$ cat src/rtl/tick_timer.sv
// Loadable down-counter timer paced by an asynchronous divided clock that is
// synchronised and edge-detected in the i_clk domain. Optional capture port set: TIMER_CAPTURE_EN.
module tick_timer #(
  parameter int unsigned WIDTH = 16
) (
  input  logic             i_clk,
  input  logic             i_rst,
  input  logic             i_tick_src,
  input  logic             i_load,
  input  logic [WIDTH-1:0] i_load_value,
  input  logic             i_start,
  input  logic             i_stop,
  input  logic             i_auto_reload,
`ifdef TIMER_CAPTURE_EN
  input  logic             i_capture,
  output logic [WIDTH-1:0] o_capture,
  output logic             o_capture_valid,
`endif
  output logic             o_tick,
  output logic [WIDTH-1:0] o_count,
  output logic             o_busy,
  output logic             o_done,
  output logic             o_expired
);

  typedef enum logic [1:0] {
    ST_IDLE = 2'd0,
    ST_RUN  = 2'd1,
    ST_DONE = 2'd2
  } state_e;

  localparam logic [WIDTH-1:0] CNT_ONE = WIDTH'(1);

  logic             s1_q, s2_q, s3_q;
  logic             tick_q;
  logic             tick_int;

  state_e           state_q, state_d;
  logic [WIDTH-1:0] count_q, count_d;
  logic [WIDTH-1:0] reload_q, reload_d;
  logic             expired_q, expired_d;

  // s1/s2 resolve metastability; s3 only delays s2 for rising-edge detection.
  always_ff @(posedge i_clk or negedge i_rst) begin
    if (!i_rst) begin
      s1_q   <= 1'b0;
      s2_q   <= 1'b0;
      s3_q   <= 1'b0;
      tick_q <= 1'b0;
    end else begin
      s1_q   <= i_tick_src;
      s2_q   <= s1_q;
      s3_q   <= s2_q;
      tick_q <= tick_int;
    end
  end

  assign tick_int = s2_q & ~s3_q;

  always_ff @(posedge i_clk or negedge i_rst) begin
    if (!i_rst) begin
      state_q   <= ST_IDLE;
      count_q   <= '0;
      reload_q  <= '0;
      expired_q <= 1'b0;
    end else begin
      state_q   <= state_d;
      count_q   <= count_d;
      reload_q  <= reload_d;
      expired_q <= expired_d;
    end
  end

  // Strobe priority stop > load > start > tick; a stop outside RUN still
  // masks the lower-priority strobes for that cycle.
  always_comb begin
    state_d   = state_q;
    count_d   = count_q;
    reload_d  = reload_q;
    expired_d = 1'b0;

    if (i_stop) begin
      if (state_q == ST_RUN) begin
        state_d = ST_IDLE;
      end
    end else if (i_load) begin
      reload_d = i_load_value;
      count_d  = i_load_value;
      if (state_q == ST_DONE) begin
        state_d = ST_IDLE;
      end
    end else if (i_start && (state_q != ST_RUN)) begin
      if (state_q == ST_IDLE) begin
        if (count_q != '0) begin
          state_d = ST_RUN;
        end
      end else begin
        if (reload_q != '0) begin
          count_d = reload_q;
          state_d = ST_RUN;
        end
      end
    end else if ((state_q == ST_RUN) && tick_int) begin
      // A count of 0 in RUN (loaded while running) holds rather than wrapping.
      if (count_q > CNT_ONE) begin
        count_d = count_q - CNT_ONE;
      end else if (count_q == CNT_ONE) begin
        expired_d = 1'b1;
        if (i_auto_reload && (reload_q != '0)) begin
          count_d = reload_q;
        end else begin
          count_d = '0;
          state_d = ST_DONE;
        end
      end
    end
  end

`ifdef TIMER_CAPTURE_EN
  logic [WIDTH-1:0] capture_q, capture_d;
  logic             capture_valid_q, capture_valid_d;

  // Capture samples the pre-update count; a same-cycle capture wins over the clear.
  always_comb begin
    capture_d       = capture_q;
    capture_valid_d = capture_valid_q;
    if (i_load || i_start) begin
      capture_valid_d = 1'b0;
    end
    if (i_capture) begin
      capture_d       = count_q;
      capture_valid_d = 1'b1;
    end
  end

  always_ff @(posedge i_clk or negedge i_rst) begin
    if (!i_rst) begin
      capture_q       <= '0;
      capture_valid_q <= 1'b0;
    end else begin
      capture_q       <= capture_d;
      capture_valid_q <= capture_valid_d;
    end
  end

  assign o_capture       = capture_q;
  assign o_capture_valid = capture_valid_q;
`endif

  assign o_tick    = tick_q;
  assign o_count   = count_q;
  assign o_busy    = (state_q == ST_RUN);
  assign o_done    = (state_q == ST_DONE);
  assign o_expired = expired_q;

endmodule

$ cat config.mk
export PLATFORM = sky130hd
export DESIGN_NAME = tick_timer
export DESIGN_NICKNAME = d
export VERILOG_FILES = /design/src/rtl/tick_timer.sv
export SDC_FILE = /design/constraint.sdc
export NUM_CORES = 1
export LEC_CHECK = 0
export ABC_AREA = 1
export CORE_MARGIN = 4
export CORE_UTILIZATION = 59
export CTS_BUF_LIST = sky130_fd_sc_hd__clkbuf_16
export CTS_CLUSTER_DIAMETER = 100
export DETAILED_ROUTE_END_ITERATION = 10
export GPL_TIMING_DRIVEN = 1
export PLACE_DENSITY = 0.86
export SLEW_MARGIN = 20
export SYNTH_ARGS = -nofsm -noshare
export SYNTH_HDL_FRONTEND = slang
export SYNTH_SLANG_ARGS = --single-unit
$ cat constraint.sdc
create_clock -name i_clk -period 4.4 [get_ports i_clk]
set_input_delay 0.88 -clock i_clk [delete_from_list [all_inputs] [get_ports i_clk]]
set_output_delay 0.88 -clock i_clk [all_outputs]
set_load 0.05 [all_outputs]
=== Word-level counts from Yosys, hierarchy flattened ===
Cells that the tools add are included.

* Bitwise operators: 3
* Div/mod/pow operators: 0
* Equal/unequal tests: 12
* Reductions and logical operators: 13
* $lt $le $gt $ge: 1
* $mul: 0
* Add/sub/neg operators: 1
* Multiplexer cells: 26
* Shifts and indexed selects: 0

{| class="wikitable"
|+ Operators with widths
! cell !! count
|-
| 16-bit two-way mux || 8
|-
| 16-bit nonzero test || 2
|-
| 2-bit two-way mux || 12
|-
| 16-bit by 1-bit equality test with 1-bit output, second input constant || 1
|-
| 16-bit by 1-bit greater-than comparator with 1-bit output, second input constant || 1
|-
| 16-bit by 1-bit subtractor with 16-bit output, second input constant || 1
|-
| 4-bit nonzero test || 3
|-
| 4-bit inequality test, second input constant || 2
|-
| 8-bit AND reduction || 1
|-
| 1-bit two-way mux || 6
|-
| 5-bit by 3-bit inequality test with 1-bit output, second input constant || 1
|-
| 5-bit by 4-bit inequality test with 1-bit output, second input constant || 1
|-
| 5-bit AND reduction || 1
|-
| 2-bit by 1-bit inequality test with 1-bit output, second input constant || 2
|-
| 1-bit logical AND || 3
|-
| 3-bit by 1-bit inequality test with 1-bit output, second input constant || 1
|-
| 3-bit by 2-bit inequality test with 1-bit output, second input constant || 1
|-
| 3-bit inequality test, second input constant || 1
|-
| 3-bit nonzero test || 1
|-
| 2-bit by 1-bit equality test with 1-bit output, second input constant || 1
|-
| 2-bit equality test, second input constant || 1
|-
| 2-bit zero test || 1
|-
| 1-bit NOT || 2
|-
| 2-bit AND reduction || 1
|-
| 1-bit bitwise AND || 1
|}

* Memory bits (read-only): 0
* Bits in latches: 0
* Memories: 0
* Register bits after elaboration: 39
* Memory bits (writable): 0
* Output and inout port bits: 20

=== Longest topological paths before layout ===
Gate-level depths: netlist of run 1.

* Depth after elaboration: 9
* Depth in mapped cells: 13

=== Worst setup path after synthesis of run 1 ===
OpenSTA, ideal clock, no wires.

* Path type: reg-to-reg
* Start: register count_q[0] (netlist: o_count[0])
* End: register count_q[8] (netlist: o_count[8])
* Path slack: 2281 ps
* Stages on the path, launching flop included: 14
* Arrival: 2000 ps
* Buffers on the path: 1
* Path through: dfrtp_1 > inv_1 > ha_1 > nand2_4 > nor2_8 > nand3b_2 > nand2_2 > nand2_4 > inv_4 > nor2_8 > inv_6 > buf_6 > nand2_1 > nand2_1

* Longest elaborated chain between the ends: 5
* Elaborated cells between the ends (all ways): 9

{| class="wikitable"
|+ RTL lines
! what !! line !! text
|-
| start: declaration || 39 || <nowiki>logic [WIDTH-1:0] count_q, count_d;</nowiki>
|-
| start signal: assignment || 68 || <nowiki>count_q <= count_d;</nowiki>
|-
| 16-bit by 1-bit subtractor with 16-bit output or 16-bit by 1-bit greater-than comparator with 1-bit output (tied branches) || 106, 105 ||
|-
| 16-bit two-way mux || 105 || <nowiki>if (count_q > CNT_ONE) begin</nowiki>
|-
| 16-bit two-way mux || 103 || <nowiki>end else if ((state_q == ST_RUN) && tick_int) begin</nowiki>
|-
| 16-bit two-way mux || 92 || <nowiki>end else if (i_start && (state_q != ST_RUN)) begin</nowiki>
|-
| 16-bit two-way mux || 86 || <nowiki>end else if (i_load) begin</nowiki>
|}

Several ways; a longest one is shown, not always the timed one. The select of a mux whose other input is x is not followed.
A chain may end at the register's enable or synchronous reset.

=== Worst setup path after layout of run 1 ===
* Start: register state_q[1]
* End: output o_busy

* Longest elaborated chain between the ends: 1

{| class="wikitable"
|+ RTL lines
! what !! line !! text
|-
| start: declaration || 38 || <nowiki>state_e state_q, state_d;</nowiki>
|-
| start signal: assignment || 67 || <nowiki>state_q <= state_d;</nowiki>
|-
| 2-bit by 1-bit equality test with 1-bit output || 152 || <nowiki>assign o_busy = (state_q == ST_RUN);</nowiki>
|-
| end: declaration || 21 || <nowiki>output logic o_busy,</nowiki>
|}

Every way passes these cells.

==> impl_summary.log, run 1 <==
[metrics] result of the run: finished, final reports clean
[metrics] max-slew headroom at the worst pin: between 40 and 50%
[metrics] maximum level of the CTS H-tree: 2
[metrics] category of the worst setup path launch point: flop
[metrics] Period minus WS final: approximately 2.7 ns
[metrics] total CTS buffers: 5
[metrics] signal arrival time at the worst endpoint: approximately 1.8 ns
[metrics] timing endpoint of the critical path: o_busy
[metrics] final-stage net count: 505
[metrics] fraction of final layout cells sized beyond drive strength 1: 9.79%
[metrics] top library cells by usage in the layout, fill and taps aside: 163 x nand2_1, 55 x inv_1, 44 x nor2_1, 42 x nand3_1, 41 x clkdlybuf4s50_1
[metrics] Boundary Pins: 43
[metrics] detailed-routing iteration count for the pre-antenna-repair pass: 5
[metrics] worst reg-to-reg path cell count: 12
[metrics] per-cell routed wire length: 12.6 µm
[metrics] Resize count post-CTS: 0
[metrics] Int Power: 858 µW
[metrics] Root Buffer: clkbuf_16
[metrics] Hold Slack: 0.353 ns
[metrics] list of cells traversed by the critical path: inv_1 -> nand2_1 -> inv_1 -> clkdlybuf4s50_1
[metrics] relative contribution of the clock network to total power: 22.1%
[metrics] critical path data required time: 3.52 ns
[metrics] remaining number of nets flagged by the antenna check after routing: 0
[metrics] Congestion Overflow GR: 0
[metrics] antenna violations before repair: 0
[metrics] post-synthesis sequential area ratio: 33.7%
[metrics] worst slew pin tran: 0.877 ns
[metrics] timing startpoint of the critical path: state_q[1]
[metrics] Via-to-Cell Ratio: a little over 5
[metrics] Cell variety after synth: 30
[metrics] clock insertion delay at the later pin of the skew report: 0.28 ns
[metrics] maximum count of clock buffers along a single path: 2
[metrics] final number of setup-violating endpoints: 0
[metrics] MaxCap Viol Count: 0
[metrics] number of sinks driven by the clock tree: 39
[metrics] mean area per synthesized cell: 6.53 µm²
[metrics] Vert. Die Dim: between 70 and 80 µm
[metrics] DRC viols: 0
[metrics] flop2flop setup slack: 2.35 ns
[metrics] Total Routing Usage GR: 24.6%
[metrics] placement-stage cell area: 0.00331 mm²
[metrics] Final Cycle Share: ~60%
[metrics] setup TNS: 0 ns
[metrics] synth-to-layout area growth: 19.0%
[metrics] core footprint: 0.00475 mm²
[metrics] cell repeated most along the worst path: inv_1
[metrics] die width: 78.1 µm
[metrics] Comb power frac: 44.2%
[metrics] # port buffers: between 40 and 50
[metrics] worst stage delay on the critical path: around 0.83 ns
[metrics] sequential share of power: between 30% and 40%
[metrics] register clock-pin slew on the reported worst setup and hold paths: about 0.060 ns
[metrics] Setup crit end kind: output port
[metrics] Net Sw Power: between 600 and 700 µW
[metrics] beginning of the worst register-to-register path: o_count[0]
[metrics] post-route core utilization: around 73%
[metrics] number of pins exceeding their max-slew limit in the final report: 0
[metrics] power density of the placed cells: around 440 mW/mm²
[metrics] met3 usage in global routing: under 10%
[metrics] area of the die: between 0.006 and 0.007 mm²
[metrics] worst hold path type: reg -> reg
[metrics] CTS Hold Buffers Added: 0
[metrics] synthesized net count: between 400 and 500
[metrics] iteration-0 DRC count of the detailed router: 281
[metrics] setup repair after global routing missed its margin: false
[metrics] met1 capacity usage during global routing: between 30% and 40%
[metrics] leakage: about 0.0018 µW
[metrics] CTS tree: done
[metrics] placed wire-length estimate: approximately 5.2 mm
[metrics] antenna cells: 0
[metrics] Initial Util: 61.0%
[metrics] global-route wire length before repair: ~12 mm
[metrics] R2R Path End: o_count[3]
[metrics] Achievable Freq: 376 MHz
[metrics] classification of the worst setup path: reg -> out
[metrics] number of global-route vias before repair: 2632
[metrics] largest vdd supply drop: 0.000258 V
[metrics] vias post-DR: 2761
[metrics] most used routing layer: met2
[metrics] DRT Wirelength: approximately 6.9 mm
[metrics] most common cell after layout, fill and taps aside: nand2_1
[metrics] largest clock skew in the final design: between 0.002 and 0.003 ns
[metrics] Post-CTS Repair Setup Buffers: 0
[metrics] number of hold violations in the final report: 0
[metrics] Post-Syn Instances: approximately 440
[metrics] gp weighted congestion: approximately 0.91
[metrics] pin count of the biggest net entering global routing: 40
[metrics] Final Instance Area: 0.00345 mm²
[metrics] worst-path cell with the longest stage delay: clkdlybuf4s50_1
[metrics] synthesis-stage register bit count: 39
[metrics] Warnings, synthesis: 0
[metrics] share of total power consumed by net switching: approximately 44%
[metrics] Max FO, Critical Path: 4
[metrics] met2 Resource Use GR: 39.9%
[metrics] post-synthesis instance area: 0.00290 mm²
[metrics] number of placement rows: 25
-- sequential cells by signal (all words and copies together), names as in the netlist --
signal     count
s3_q           1
o_tick         1
s1_q           1
o_count       16
o_expired      1
state_q        2
reload_q      16
s2_q           1
-- layout make-up --
cell class	count	area, µm²
clock buffer	5	125
clock inverter	3	12.5
fill	391	1310
inverter	59	231
multi-input combinational	332	1610
sequential	39	976
tap	67	83.8
timing repair buffer	42	415
-- worst max-delay path, delay by kind of cell (launching register included) --
kind	cells	cell delay [ns]
DFF	1	0.40
and+or+nand+nor	1	0.08
buffers and inverters	3	1.02
-- worst min path at each step --
stage / startpoint / end / slack [ns] / cells past startpoint
floorplan: s1_q / s2_q / 0.33 / 0
global placement: s1_q / s2_q / 0.33 / 0
detailed placement: s1_q / s2_q / 0.34 / 0
CTS: s1_q / s2_q / 0.36 / 0
global route: s1_q / s2_q / 0.36 / 0
finish: s1_q / s2_q / 0.35 / 0
-- layer usage --
metal  share of wire (%)  up-vias
met3                 6.0       11
li1                    -     1433
met1                  46     1211
met5                   0        -
met4                 1.3        0
met2                  46      106
-- synth_stat cells (all sizes together) --
cell type  number  area [µm²]
ha              3        37.5
nand3b          2        18.8
nand4           2        12.5
a21oi           1        5.00
or2             1        6.26
nor2           54         284
buf             8        63.8
o22ai           1        6.26
clkbuf          6        22.5
xnor2           4        35.0
inv            59         231
nand3          43         220
dfrtp          39         976
o21ai          33         165
nor3            2        10.0
xor2            2        17.5
nand2         184         787
-- logic make-up (layout without fill, tap and decap cells) --
logic type                 after synthesis  in the layout  share of synthesized area [%]
and+or+nand+nor                        288            288                           46.2
buffers and inverters                   73            109                           11.0
AOI/OAI and AO/OA                       35             35                           6.09
xor gates and xnor gates                 6              6                           1.81
adders and majority gates                3              3                           1.29
DFF                                     39             39                           33.7
-- power by group through the flow --
| stage | clock network (µW) | logic, µW | registers, µW |
|---|---|---|---|
| 6_report | 337 | 676 | 515 |
| 4_1_cts | 343 | 676 | 514 |
| 2_1_floorplan | 0 | 366 | 628 |
| 5_1_grt | 362 | 745 | 527 |
| 3_5_place_dp | 0 | 669 | 519 |
| 3_3_place_gp | 0 | 660 | 516 |
-- through the flow --
step                worst slack (ns)  power [µW]  cells
floorplan                       2.28         994    444
global placement                1.57        1180    539
detailed placement              1.55        1190    539
CTS                             1.75        1530    547
global route                    1.59        1630    547
finish                          1.74        1530    547
No activity file was read; power rests on OpenSTA's default activity.
==> inputs of run 2 (changes only) <==
--- a/config.mk
+++ b/config.mk
@@ -7,12 +7,12 @@
 export LEC_CHECK = 0
 export ABC_AREA = 1
 export CORE_MARGIN = 4
-export CORE_UTILIZATION = 59
+export CORE_UTILIZATION = 55
 export CTS_BUF_LIST = sky130_fd_sc_hd__clkbuf_16
 export CTS_CLUSTER_DIAMETER = 100
 export DETAILED_ROUTE_END_ITERATION = 10
 export GPL_TIMING_DRIVEN = 1
-export PLACE_DENSITY = 0.86
+export PLACE_DENSITY = 0.81
 export SLEW_MARGIN = 20
 export SYNTH_ARGS = -nofsm -noshare
 export SYNTH_HDL_FRONTEND = slang
==> constraint.sdc (replaced) <==
create_clock -name i_clk -period 2.5 [get_ports i_clk]
set_input_delay 0.5 -clock i_clk [delete_from_list [all_inputs] [get_ports i_clk]]
set_output_delay 0.5 -clock i_clk [all_outputs]
set_load 0.05 [all_outputs]
==> run 2 against run 1 <==
First-iteration DRC count down 37%. Setup slack worse by 1.5 ns. Worst hold slack worse by 0.016 ns. Critical path type unchanged. Final cell count up 0.73%. Combinational power up 76%. Clock skew up 0.0013 ns. Global-route usage down 1.7 points. Flip-flop and latch count unchanged. Sequential power up 77%. Routed wire length down 2.4%. Die area up 6.5%. Total power up 76%.
==> impl_summary.log, run 2 (synthesis results as in run 1) <==
[metrics] gp weighted congestion: 0.881 (-3.7%)
[metrics] placement-stage cell area: 0.00332 mm² (+0.34%)
[metrics] Resize count post-CTS: 0 (unchanged)
[metrics] die width: 80.6 µm (+3.2%)
[metrics] detailed-routing iteration count for the pre-antenna-repair pass: 5 (unchanged)
[metrics] number of global-route vias before repair: 2531 (-3.8%)
[metrics] placed wire-length estimate: 5.26 mm (+1.5%)
[metrics] leakage: 0.00182 µW (+0.25%)
[metrics] clock insertion delay at the later pin of the skew report: 0.28 ns (about the same)
[metrics] Top Family by Delay on Critical Path: buffers and inverters
[metrics] met2 WL post-DR: 3.10 mm (-3.6%)
[metrics] antenna cells: 0 (unchanged)
[metrics] number of sinks driven by the clock tree: 39 (unchanged)
[metrics] maximum level of the CTS H-tree: 2 (unchanged)
[metrics] final-stage net count: 506 (+0.20%)
[metrics] number of pins exceeding their max-slew limit in the final report: 0 (unchanged)
[metrics] cell repeated most along the worst path: inv_1
[metrics] setup repair after global routing missed its margin: false
[metrics] number of buffers and inverters on the critical path: 3 (unchanged)
[metrics] area of the die: 0.00650 mm² (+6.5%)
[metrics] antenna violations before repair: 0 (unchanged)
[metrics] max-slew headroom at the worst pin: 42.7% (+1.2 points)
[metrics] CTS Hold Buffers Added: 0 (unchanged)
[metrics] Detail Route met3 WL: 389 µm (-5.8%)
[metrics] Final Instance Area: 0.00346 mm² (+0.33%)
[metrics] power density of the placed cells: 777 mW/mm² (+75%)
[metrics] Congestion Overflow GR: 0 (unchanged)
[metrics] Total Routing Usage GR: 22.9% (-1.7 points)
[metrics] signal arrival time at the worst endpoint: 1.77 ns (about the same)
[metrics] largest clock skew in the final design: 0.00405 ns (+0.00128 ns)
[metrics] Vert. Die Dim: 80.6 µm (+3.2%)
[metrics] DRT Wirelength: 6.75 mm (-2.4%)
[metrics] synth-to-layout area growth: 19.4%
[metrics] setup TNS: 0 ns (unchanged)
[metrics] per-cell routed wire length: 12.3 µm (-3.1%)
[metrics] Period minus WS final: 2.27 ns
[metrics] worst slew pin tran: 0.860 ns (-0.0175 ns)
[metrics] maximum count of clock buffers along a single path: 2 (unchanged)
[metrics] Initial Util: 56.8% (-4.2 points)
[metrics] category of the worst setup path launch point: flop
[metrics] Root Buffer: clkbuf_16
[metrics] iteration-0 DRC count of the detailed router: 176 (-37%)
[metrics] CTS tree: done
[metrics] register clock-pin slew on the reported worst setup and hold paths: 0.05 ns (about the same)
[metrics] Max FO, Critical Path: 4 (unchanged)
[metrics] critical path data required time: 2.00 ns (-1.52 ns)
[metrics] global-route wire length before repair: 11.7 mm (-4.1%)
[metrics] remaining number of nets flagged by the antenna check after routing: 0 (unchanged)
[metrics] Final Cycle Share: 90.8%
[metrics] DRC viols: 0 (unchanged)
[metrics] list of cells traversed by the critical path: inv_1 -> nand2_1 -> inv_1 -> clkdlybuf4s50_1
[metrics] number of placement rows: 26 (+4.0%)
[metrics] Achievable Freq: 440 MHz
[metrics] result of the run: finished, final reports clean
[metrics] largest vdd supply drop: 0.000353 V (+37%)
[metrics] Via-to-Cell Ratio: 4.94 (-2.2%)
[metrics] top layer in use: met4
[metrics] Post-CTS Repair Setup Buffers: 0 (unchanged)
[metrics] metal1 wirelength: 3.18 mm (-0.50%)
[metrics] worst stage delay on the critical path: 0.81 ns (-0.02 ns)
[metrics] classification of the worst setup path: reg -> out
[metrics] worst-path cell with the longest stage delay: clkdlybuf4s50_1
[metrics] Boundary Pins: 43 (unchanged)
[metrics] top library cells by usage in the layout, fill and taps aside: 163 x nand2_1, 55 x inv_1, 44 x nor2_1, 42 x nand3_1, 41 x clkdlybuf4s50_1
[metrics] MaxCap Viol Count: 0 (unchanged)
[metrics] total CTS buffers: 5 (unchanged)
[metrics] number of hold violations in the final report: 0 (unchanged)
[metrics] final number of setup-violating endpoints: 0 (unchanged)
[metrics] worst hold path type: in -> async
[metrics] pin count of the biggest net entering global routing: 40 (unchanged)
[metrics] Setup crit end kind: output port
[metrics] # port buffers: 42 (unchanged)
[metrics] core footprint: 0.00511 mm² (+7.4%)
[metrics] vias post-DR: 2721 (-1.4%)
[metrics] most common cell after layout, fill and taps aside: nand2_1
[metrics] fraction of final layout cells sized beyond drive strength 1: 9.98% (+0.19 points)
## run 2: changes by cell type in the layout (fill, tap and decap cells not counted)
| cell | previous run | this run |
|---|---|---|
| buf_4 | 0 | 1 |
## run 2: path summary, 6_finish.rpt
path / start / end / slack, ns / depth (start not counted)
worst max-delay path: state_q[1] / o_busy / 0.23 / 4
worst min-delay path: i_rst / o_count[8] / 0.34 / 1
worst max register to register: o_count[0] / o_count[6] / 0.49 / 12
worst min register to register: s1_q / s2_q / 0.35 / 0
max in group asynchronous: i_rst / reload_q[2] / 1.63 / 1
min in group i_clk: s1_q / s2_q / 0.35 / 0
## run 2: final cells by class
cell class / instances / area (µm²)
fill: 468 / 1650
multi-input combinational: 332 / 1610
sequential: 39 / 976
timing repair buffer: 43 / 423
inverter: 59 / 231
clock buffer: 5 / 125
tap: 70 / 87.6
clock inverter: 3 / 12.5
## run 2: worst register-to-register path: stages (launching register included)
cell,delay [ns]
dfrtp_1,0.48
inv_1,0.18
ha_1,0.29
nand2_4,0.14
nor2_8,0.07
nand3b_2,0.09
nand2_2,0.07
nand2_4,0.07
inv_4,0.05
nor2_8,0.21
inv_6,0.10
nand2_1,0.09
nand2_1,0.06
## run 2: layer usage
layer,up-vias,GRT usage (%)
met5,-,0
met4,0,5.74
met3,9,4.37
met2,94,36.8
met1,1185,31.5
li1,1433,-
## run 2: through the flow
stage | utilization, % | setup slack (ns) | hold slack (ns) | total power [µW] | instances
after floorplan | - | 0.381 | 0.204 | 1750 | 444
after global placement | 65.1 | 0.362 | 0.336 | 2070 | 543
after detailed placement | 65.1 | 0.296 | 0.341 | 2100 | 543
after CTS | 67.8 | 0.224 | 0.354 | 2700 | 551
after global routing | 67.8 | 0.140 | 0.365 | 2860 | 551
final | 67.8 | 0.230 | 0.337 | 2690 | 551
## run 2: where the power goes
group / internal [µW] / total [µW] / switching [µW]
clock: 360 / 589 / 229
sequential: 736 / 909 / 173
combinational: 415 / 1190 / 777
total: 1510 / 2690 / 1180
